### config.mk
export PLATFORM = sky130hd
export DESIGN_NAME = led_frame_arbiter
export DESIGN_NICKNAME = d
export VERILOG_FILES = /design/src/rtl/led_pkg.sv /design/src/rtl/led_bit_serializer.sv /design/src/rtl/led_frame_arbiter.sv
export SDC_FILE = /design/constraint.sdc
export NUM_CORES = 1
export LEC_CHECK = 0
export ABC_AREA = 1
export CAP_MARGIN = 5
export CORE_MARGIN = 4
export CORE_UTILIZATION = 51
export CTS_CLUSTER_DIAMETER = 150
export CTS_CLUSTER_SIZE = 20
export DETAILED_ROUTE_END_ITERATION = 8
export PLACE_DENSITY_LB_ADDON = 0.3
export SLEW_MARGIN = 30
export SYNTH_ARGS = -nofsm -noshare
export SYNTH_HDL_FRONTEND = slang
export SYNTH_SLANG_ARGS = --single-unit
### constraint.sdc
create_clock -name clk -period 1.83 [get_ports clk]
set_input_delay 0.366 -clock clk [delete_from_list [all_inputs] [get_ports clk]]
set_output_delay 0.366 -clock clk [all_outputs]
set_load 0.005 [all_outputs]
### src/rtl/led_pkg.sv
// Shared types and frame constants for the LED frame arbiter.
package led_pkg;

  typedef enum logic [2:0] {IDLE, START, PIXEL, END, GAP} state_e;

  localparam int START_BITS     = 32;
  localparam int END_BITS       = 64;
  localparam int BITS_PER_PIXEL = 32;
  localparam int BIT_CNT_W      = $clog2(END_BITS);

  // Round-robin pick between two requesters; last = 1 means requester 1 won last.
  function automatic logic [1:0] rr_pick(input logic [1:0] req, input logic last);
    if (req == 2'b11) return last ? 2'b01 : 2'b10;
    return req;
  endfunction

endpackage

### src/rtl/led_bit_serializer.sv
// 32-bit load/shift register plus the two-phase bit clock for the LED strip.
module led_bit_serializer
  import led_pkg::*;
(
  input  logic                      clk,
  input  logic                      reset,
  input  logic                      clear,
  input  logic                      en,
  input  logic                      load,
  input  logic [BITS_PER_PIXEL-1:0] load_data,
  output logic                      led_clk,
  output logic                      led_data
);

  logic [BITS_PER_PIXEL-1:0] shift_q, shift_d;
  logic                      phase_q, phase_d;

  always_comb begin
    shift_d = shift_q;
    phase_d = phase_q;
    if (clear) begin
      shift_d = '0;
      phase_d = 1'b0;
    end else if (en) begin
      phase_d = ~phase_q;
      // The word advances only when leaving phase 1, so data is stable across led_clk rise.
      if (phase_q) shift_d = load ? load_data : {shift_q[BITS_PER_PIXEL-2:0], 1'b0};
    end
  end

  always_ff @(posedge clk) begin
    if (reset) begin
      shift_q <= '0;
      phase_q <= 1'b0;
    end else begin
      shift_q <= shift_d;
      phase_q <= phase_d;
    end
  end

  assign led_clk  = phase_q;
  assign led_data = shift_q[BITS_PER_PIXEL-1];

endmodule

### src/rtl/led_frame_arbiter.sv
// Two-requester round-robin arbiter that streams one frame at a time to a serial LED strip.
module led_frame_arbiter
  import led_pkg::*;
#(
  parameter int NUM_PIXELS = 64,
  parameter int GAP_CYCLES = 1000
) (
  input  logic        clk,
  input  logic        reset,
  input  logic [1:0]  req,
  output logic [1:0]  grant,
  output logic        pix_rd,
  output logic [5:0]  pix_idx,
  input  logic [31:0] pix_data0,
  input  logic [31:0] pix_data1,
  output logic        led_clk,
  output logic        led_data,
  output logic        busy,
  output logic        frame_done
);

  localparam int GAP_W = $clog2(GAP_CYCLES + 1);
  localparam logic [BIT_CNT_W-1:0] WORD_LAST = BIT_CNT_W'(BITS_PER_PIXEL - 1);
  localparam logic [BIT_CNT_W-1:0] END_LAST  = BIT_CNT_W'(END_BITS - 1);
  localparam logic [5:0]           PIX_LAST  = 6'(NUM_PIXELS - 1);
  localparam logic [GAP_W-1:0]     GAP_LAST  = GAP_W'(GAP_CYCLES - 1);

  state_e               state_q, state_d;
  logic [1:0]           grant_q, grant_d;
  logic                 last_q, last_d;
  logic                 busy_q, busy_d;
  logic                 pix_rd_q, pix_rd_d;
  logic [5:0]           pix_idx_q, pix_idx_d;
  logic                 frame_done_q, frame_done_d;
  logic [BIT_CNT_W-1:0] bit_cnt_q, bit_cnt_d;
  logic [GAP_W-1:0]     gap_cnt_q, gap_cnt_d;

  logic ser_phase;
  logic ser_clear;
  logic ser_en;

  always_comb begin
    state_d      = state_q;
    grant_d      = grant_q;
    last_d       = last_q;
    busy_d       = busy_q;
    pix_rd_d     = 1'b0;
    pix_idx_d    = pix_idx_q;
    frame_done_d = 1'b0;
    bit_cnt_d    = bit_cnt_q;
    gap_cnt_d    = gap_cnt_q;

    case (state_q)
      IDLE: begin
        if (req != 2'b00) begin
          grant_d   = rr_pick(req, last_q);
          last_d    = grant_d[1];
          busy_d    = 1'b1;
          bit_cnt_d = '0;
          pix_idx_d = '0;
          state_d   = START;
        end
      end

      START, PIXEL: begin
        if (!ser_phase) begin
          // Entering the last bit's phase 1: fetch the next word if one remains.
          if (bit_cnt_q == WORD_LAST && (state_q == START || pix_idx_q != PIX_LAST)) begin
            pix_rd_d = 1'b1;
            if (state_q == PIXEL) pix_idx_d = pix_idx_q + 6'd1;
          end
        end else if (bit_cnt_q == WORD_LAST) begin
          bit_cnt_d = '0;
          state_d   = pix_rd_q ? PIXEL : END;
        end else begin
          bit_cnt_d = bit_cnt_q + 1'b1;
        end
      end

      END: begin
        if (ser_phase) begin
          if (bit_cnt_q == END_LAST) begin
            state_d      = GAP;
            frame_done_d = 1'b1;
            grant_d      = 2'b00;
            pix_idx_d    = '0;
            bit_cnt_d    = '0;
            gap_cnt_d    = '0;
          end else begin
            bit_cnt_d = bit_cnt_q + 1'b1;
          end
        end
      end

      GAP: begin
        if (gap_cnt_q == GAP_LAST) begin
          state_d = IDLE;
          busy_d  = 1'b0;
        end else begin
          gap_cnt_d = gap_cnt_q + 1'b1;
        end
      end

      default: state_d = IDLE;
    endcase
  end

  // NOTE: sequential state uses non-blocking assignments so every flop samples pre-edge values.
  always_ff @(posedge clk) begin
    if (reset) begin
      state_q      <= IDLE;
      grant_q      <= 2'b00;
      last_q       <= 1'b1;
      busy_q       <= 1'b0;
      pix_rd_q     <= 1'b0;
      pix_idx_q    <= '0;
      frame_done_q <= 1'b0;
      bit_cnt_q    <= '0;
      gap_cnt_q    <= '0;
    end else begin
      state_q      <= state_d;
      grant_q      <= grant_d;
      last_q       <= last_d;
      busy_q       <= busy_d;
      pix_rd_q     <= pix_rd_d;
      pix_idx_q    <= pix_idx_d;
      frame_done_q <= frame_done_d;
      bit_cnt_q    <= bit_cnt_d;
      gap_cnt_q    <= gap_cnt_d;
    end
  end

  // Line is forced quiet whenever the next state is outside the frame.
  assign ser_clear = (state_d == IDLE) || (state_d == GAP);
  assign ser_en    = (state_q == START) || (state_q == PIXEL) || (state_q == END);

  led_bit_serializer u_ser (
    .clk       (clk),
    .reset     (reset),
    .clear     (ser_clear),
    .en        (ser_en),
    .load      (pix_rd_q),
    .load_data (grant_q[1] ? pix_data1 : pix_data0),
    .led_clk   (ser_phase),
    .led_data  (led_data)
  );

  assign led_clk    = ser_phase;
  assign grant      = grant_q;
  assign busy       = busy_q;
  assign pix_rd     = pix_rd_q;
  assign pix_idx    = pix_idx_q;
  assign frame_done = frame_done_q;

endmodule
After elaboration in Yosys (flattened, before gate mapping)
Index checks and enable logic that the tools add are counted.
- memories: 0
- ROM bits: 0
- flip-flop bits (word level): 64
- RAM bits: 0
- input bits: 68
- logic and storage cells: 100
- output and inout bits: 13
- bits in latches: 0
- multipliers: 0
- equal/unequal tests: 19
- divide/modulo/power cells: 0
- mux-type cells: 41
- add/sub/neg operators: 3
- bitwise logic cells: 3
- reductions and logical operators: 23
- shifts and indexed selects: 0
- order comparisons: 0
- operator list (operator ; count):
    $mux 32 ; 2
    $mux 6 ; 10
    $pmux 6 s3 ; 2
    $mux 10 ; 3
    $pmux 10 s2 ; 1
    $mux 3 ; 6
    $ne 2x2->1 const B ; 7
    $add 6x1->6 const B ; 2
    $mux 2 ; 6
    $pmux 3 s4 ; 1
    $reduce_and 4->1 ; 3
    $add 10x1->10 const B ; 1
    $eq 10x10->1 const B ; 1
    $mux 1 ; 8
    $reduce_bool 2->1 ; 4
    $reduce_and 7->1 ; 1
    $eq 3x2->1 const B ; 2
    $eq 3x3->1 const B ; 2
    $eq 6x5->1 const B ; 1
    $eq 6x6->1 const B ; 1
    $logic_not 3->1 ; 2
    $ne 6x6->1 const B ; 1
    $reduce_or 3->1 ; 2
    $logic_or 1x1->1 ; 4
    11 further kinds ; 16

Logic depth before layout (Yosys ltp)
- depth in word-level cells: 7
- mapped depth: 10
- mapped depth without buffers: 10

Hierarchy
From an unflattened synthesis, not the netlist that was laid out.
- cells, all modules: 566
- area, all modules: 3771.1 µm²
- modules (own cells, without submodules) (module ; area an instance (µm²) ; cells an instance ; seq. area each (µm²) ; instances):
    led_frame_arbiter ; 2173.3 ; 316 ; 620.6 ; 1
    led_bit_serializer ; 1597.8 ; 250 ; 660.6 ; 1

Least setup slack after synthesis
Ideal clock, no wire load.
- kind: reg-to-reg
- start point: register bit_cnt_q[0]
- end point: register u_ser.shift_q[10]
- library setup time: 0.121 ns
- path buffers: 1
- arrival time: 1.336 ns
- stages on the path, launching flop included: 10
- setup slack: 0.374 ns
- path through: dfxtp_1 -> ha_1 -> nand2_1 -> nor2_2 -> nand3_1 -> a21oi_1 -> nand2_1 -> nand2_2 -> buf_6 -> a21oi_1
- cells in the longest elaborated chain, start to end: 7
- RTL lines (item ; line ; RTL):
    start, declared ; led_frame_arbiter.sv:35 ; logic [BIT_CNT_W-1:0] bit_cnt_q, bit_cnt_d;
    start signal, assigned ; led_frame_arbiter.sv:128 ; bit_cnt_q <= bit_cnt_d;
    $eq 6x6->1 or $eq 6x5->1 (tied branches) ; led_frame_arbiter.sv:82, led_frame_arbiter.sv:72 ;
    $mux 3 (on tied branches) ; led_frame_arbiter.sv:82, led_frame_arbiter.sv:72 ;
    $mux 3 (on tied branches) ; led_frame_arbiter.sv:81, led_frame_arbiter.sv:66 ;
    $pmux 3 s4 * ; led_frame_arbiter.sv:53 ; case (state_q)
    $eq 3x3->1 or $logic_not 3->1 (tied branches) ; led_frame_arbiter.sv:134 ; assign ser_clear = (state_d == IDLE) || (state_d == GAP);
    $logic_or 1x1->1 * ; led_frame_arbiter.sv:134 ;
    $reduce_or 2->1 (no line) * ; - ;
    end signal, assigned ; led_bit_serializer.sv:36 ; shift_q <= shift_d;
    end, declared ; led_bit_serializer.sv:15 ; logic [BITS_PER_PIXEL-1:0] shift_q, shift_d;
Every way passes the cells marked *; elsewhere a longest branch is shown, timed or not.
A chain may end at the register's enable or synchronous reset.

Final worst setup path
- start point: register u_ser.phase_q (netlist: u_ser.led_clk)
- end point: output led_clk
- RTL lines (item ; line ; RTL):
    start, declared ; led_bit_serializer.sv:16 ; logic phase_q, phase_d;
    start signal, assigned ; led_bit_serializer.sv:37 ; phase_q <= phase_d;
    end, declared ; led_frame_arbiter.sv:16 ; output logic led_clk,
No word-level cell between the ends.

==> parameters.txt <==
Parameter                              Value

Place
  HPWL reported at the end of detailed placement    6560 um
  Placement Cell Area    0.00445 mm^2
  Pre-CTS setup slack    0.0582 ns
  Number of port buffers    80
  Routability-driven placement congestion ratio    0.873
  Cell count after placement    716

Critical path
  Critical-path maximum fanout    11
  Setup slack, reg-to-reg    0.09 ns
  Crit path DAT    1.38 ns
  Cell-by-cell trace of the critical path    clkdlybuf4s50_1
  Max incr delay on CP    0.56 ns
  CP endpoint kind    output pin
  Kind of critical path    reg2out
  Critical path required time    1.46 ns
  Cell type group with the largest total delay on the critical path    buffers and inverters
  Number of buffer and inverter stages on the critical path    1
  Slowest stage cell, crit path    clkdlybuf4s50_1
  Nature of the critical path startpoint    register

Floorplan
  I/O Pins    81
  Starting density of the core    52.7%
  Die X-Extent    91.8 um
  Site Rows    30
  Area of the core region    0.00679 mm^2
  Die Y    91.8 um
  Die area    0.00843 mm^2

Final layout
  Ratio of cells with drive above 1 in the final layout    8.02%
  Number of inserted filler cells in the final layout    587
  Diodes inserted    0
  Post-layout utilization of the core    69.0%
  Number of standard cells in the layout, taps in and fillers out    732
  Final Instance Area    0.00469 mm^2
  Layout area overhead    30.9%
  Final layout net count    702

Pwr
  Maximum ir drop on the vdd rail    0.469 mV
  Clock Power Share    39.7%
  Part of the total power dissipated in sequential elements    45.9%
  Net Switching    0.803 mW
  Pint    2.36 mW
  Portion of total power attributed to combinational logic    14.4%
  Power density cells    674 mW/mm^2
  Net switching fraction of the power    25.4%
  Leakage power of the design    1.73 nW

Logic synthesis
  Cell types occupying the most area after synthesis    dfxtp_1 36%, nand2_1 14%, nor2_1 10%, nand3_1 9.2%, a21oi_1 8.4%
  Cell area after synthesis    0.00358 mm^2
  Number of distinct library cell variants in the gate-level netlist after synthesis    24
  Mean post-synth cell area    6.40 um^2
  Cell type contributing the most total cell area after synthesis    dfxtp_1
  Number of storage elements in the synthesis netlist    64
  Flip-flop cell with the highest count after synthesis    dfxtp_1
  Synthesized instance count    560
  Post-synth top cells    133 x nand2_1, 97 x nor2_1, 66 x nand3_1
  Sequential-to-total area share from yosys stat    35.8%
  Share of synthesized flip-flops with an asynchronous set or reset    0%
  Number of flops mapped to enable cells by yosys    0
  Yosys top cell area share    35.8%
  Dominant cell by count in the synthesized netlist    nand2_1
  Synth warn    0
  Mapped Nets    631

Clock network
  Longest Clk Path Bufs    2
  Buffers inserted by post-CTS timing repair    0
  Number of buffers inserted for hold repair after clock tree synthesis    0
  Insertion delay of the later-clocked pin in the worst-skew pair    0.34 ns
  TritonCTS clock tree    yes
  Clock edge transition at the registers on the reported setup and hold paths    0.07 ns
  Sinks on Clock Net    64
  Root cell of the clock tree    clkbuf_8
  H-tree depth    3
  Total clock buffers created by CTS    9

Route
  Residual DRC    0
  First-pass iteration count of the detailed router    5
  Final wirelength    9290 um
  Antenna-violating nets left    0
  Via count of the routed design    3938
  Initial DRC count    189
  Average detailed-routed wire length per instance    12.7 um
  Vias per std cell    5.38

Global route
  Total global-route track usage    21.8%
  Maximum number of pins on one net before global-route repair    64
  Wire length of the first global-routing pass    15400 um
  Vias in the first global route    3632
  Leftover overflow at the end of global routing    0
  Initial antenna violation count    0

Timing
  Final worst path period need    1.74 ns
  Hold Vio Cnt, Final    0
  Setup violations, final    0
  Max-slew headroom    78.5%
  Final Hold Slack    0.484 ns
  Achievable Freq    574 MHz
  Transition time at the pin with the least slew margin    0.321 ns
  Ratio of final minimum period to clock period    95.3%
  Final worst slack    0.0868 ns
  Pins over their slew limit    0
  Setup skew after layout    0.00435 ns

Flow run
  Maxcap violations    0

Outcome
  Run status    completed

Min path
  Hold WC Path Type    reg2reg
[through the flow]
stage	setup TNS [ns]	total power, mW
floorplan	0	1.70
global placement	0	1.92
detailed placement	0	1.93
CTS	0	3.17
global route	-0.427	3.28
finish	0	3.16
[logic make-up after synthesis]
logic type	share of synthesized area, %
and+or+nand+nor	37.1
AOI/OAI and AO/OA	16.8
buffers and inverters	9.05
DFF	35.8
adders and majority gates	1.05
xor gates and xnor gates	0.245
[layer usage]
layer / vias up / track usage [%] / wire length [um]
li1: 1994 / - / -
met1: 1822 / 24.9 / 3900
met2: 108 / 39.4 / 4780
met3: 14 / 5.09 / 476
met4: 0 / 7.55 / 135
met5: - / 0 / 0
[layout make-up]
cell class                 instances  area, um^2  share of cell area (%)
clock inverter                     5        55.1                    1.17
clock buffer                      11         151                    3.23
sequential                        64        1280                    27.4
timing repair buffer              93         936                    20.0
tap                               96         120                    2.56
inverter                          36         135                    2.88
multi-input combinational        427        2010                    42.8
[final timing paths]
kind / startpoint / end / depth (start not counted)
worst max register to register: bit_cnt_q[0] / u_ser.shift_q[16] / 9
worst min-delay path: grant[0] / grant[0] / 2
worst min register to register: grant[0] / grant[0] / 2
worst max-delay path: u_ser.led_clk / led_clk / 1
[cell usage in the layout (no fill, tap or decap), drive strengths merged]
cell           instances
inv                   36
or2                    4
nand3                 66
dfxtp                 64
bufinv                 1
clkbuf                11
nor3b                  1
clkinv                 2
a21oi                 60
nor3                   4
clkinvlp               2
ha                     3
a22oi                 31
o21ai                 14
nand4                  7
xor2                   1
nor2                  99
buf                   13
clkdlybuf4s50         80
nand2                137
[registers in the layout (all words and copies together), names as in the netlist, 2 cells and up]
register / count
u_ser.shift_q: 32
pix_idx: 6
state_q: 3
grant: 2
bit_cnt_q: 6
gap_cnt_q: 10
[power groups by stage]
stage	combinational, mW	sequential (mW)	clock (mW)
floorplan	0.226	1.47	0
global placement	0.438	1.48	0
detailed placement	0.453	1.48	0
CTS	0.456	1.45	1.27
global route	0.500	1.46	1.33
finish	0.457	1.45	1.25
[timing repair]
item,in CTS,in global routing
setup endpoints to repair,1,32
cloned,0,0
pin swaps,0,1
gates resized for setup,1,9
Power figures use the tool's default switching activity.
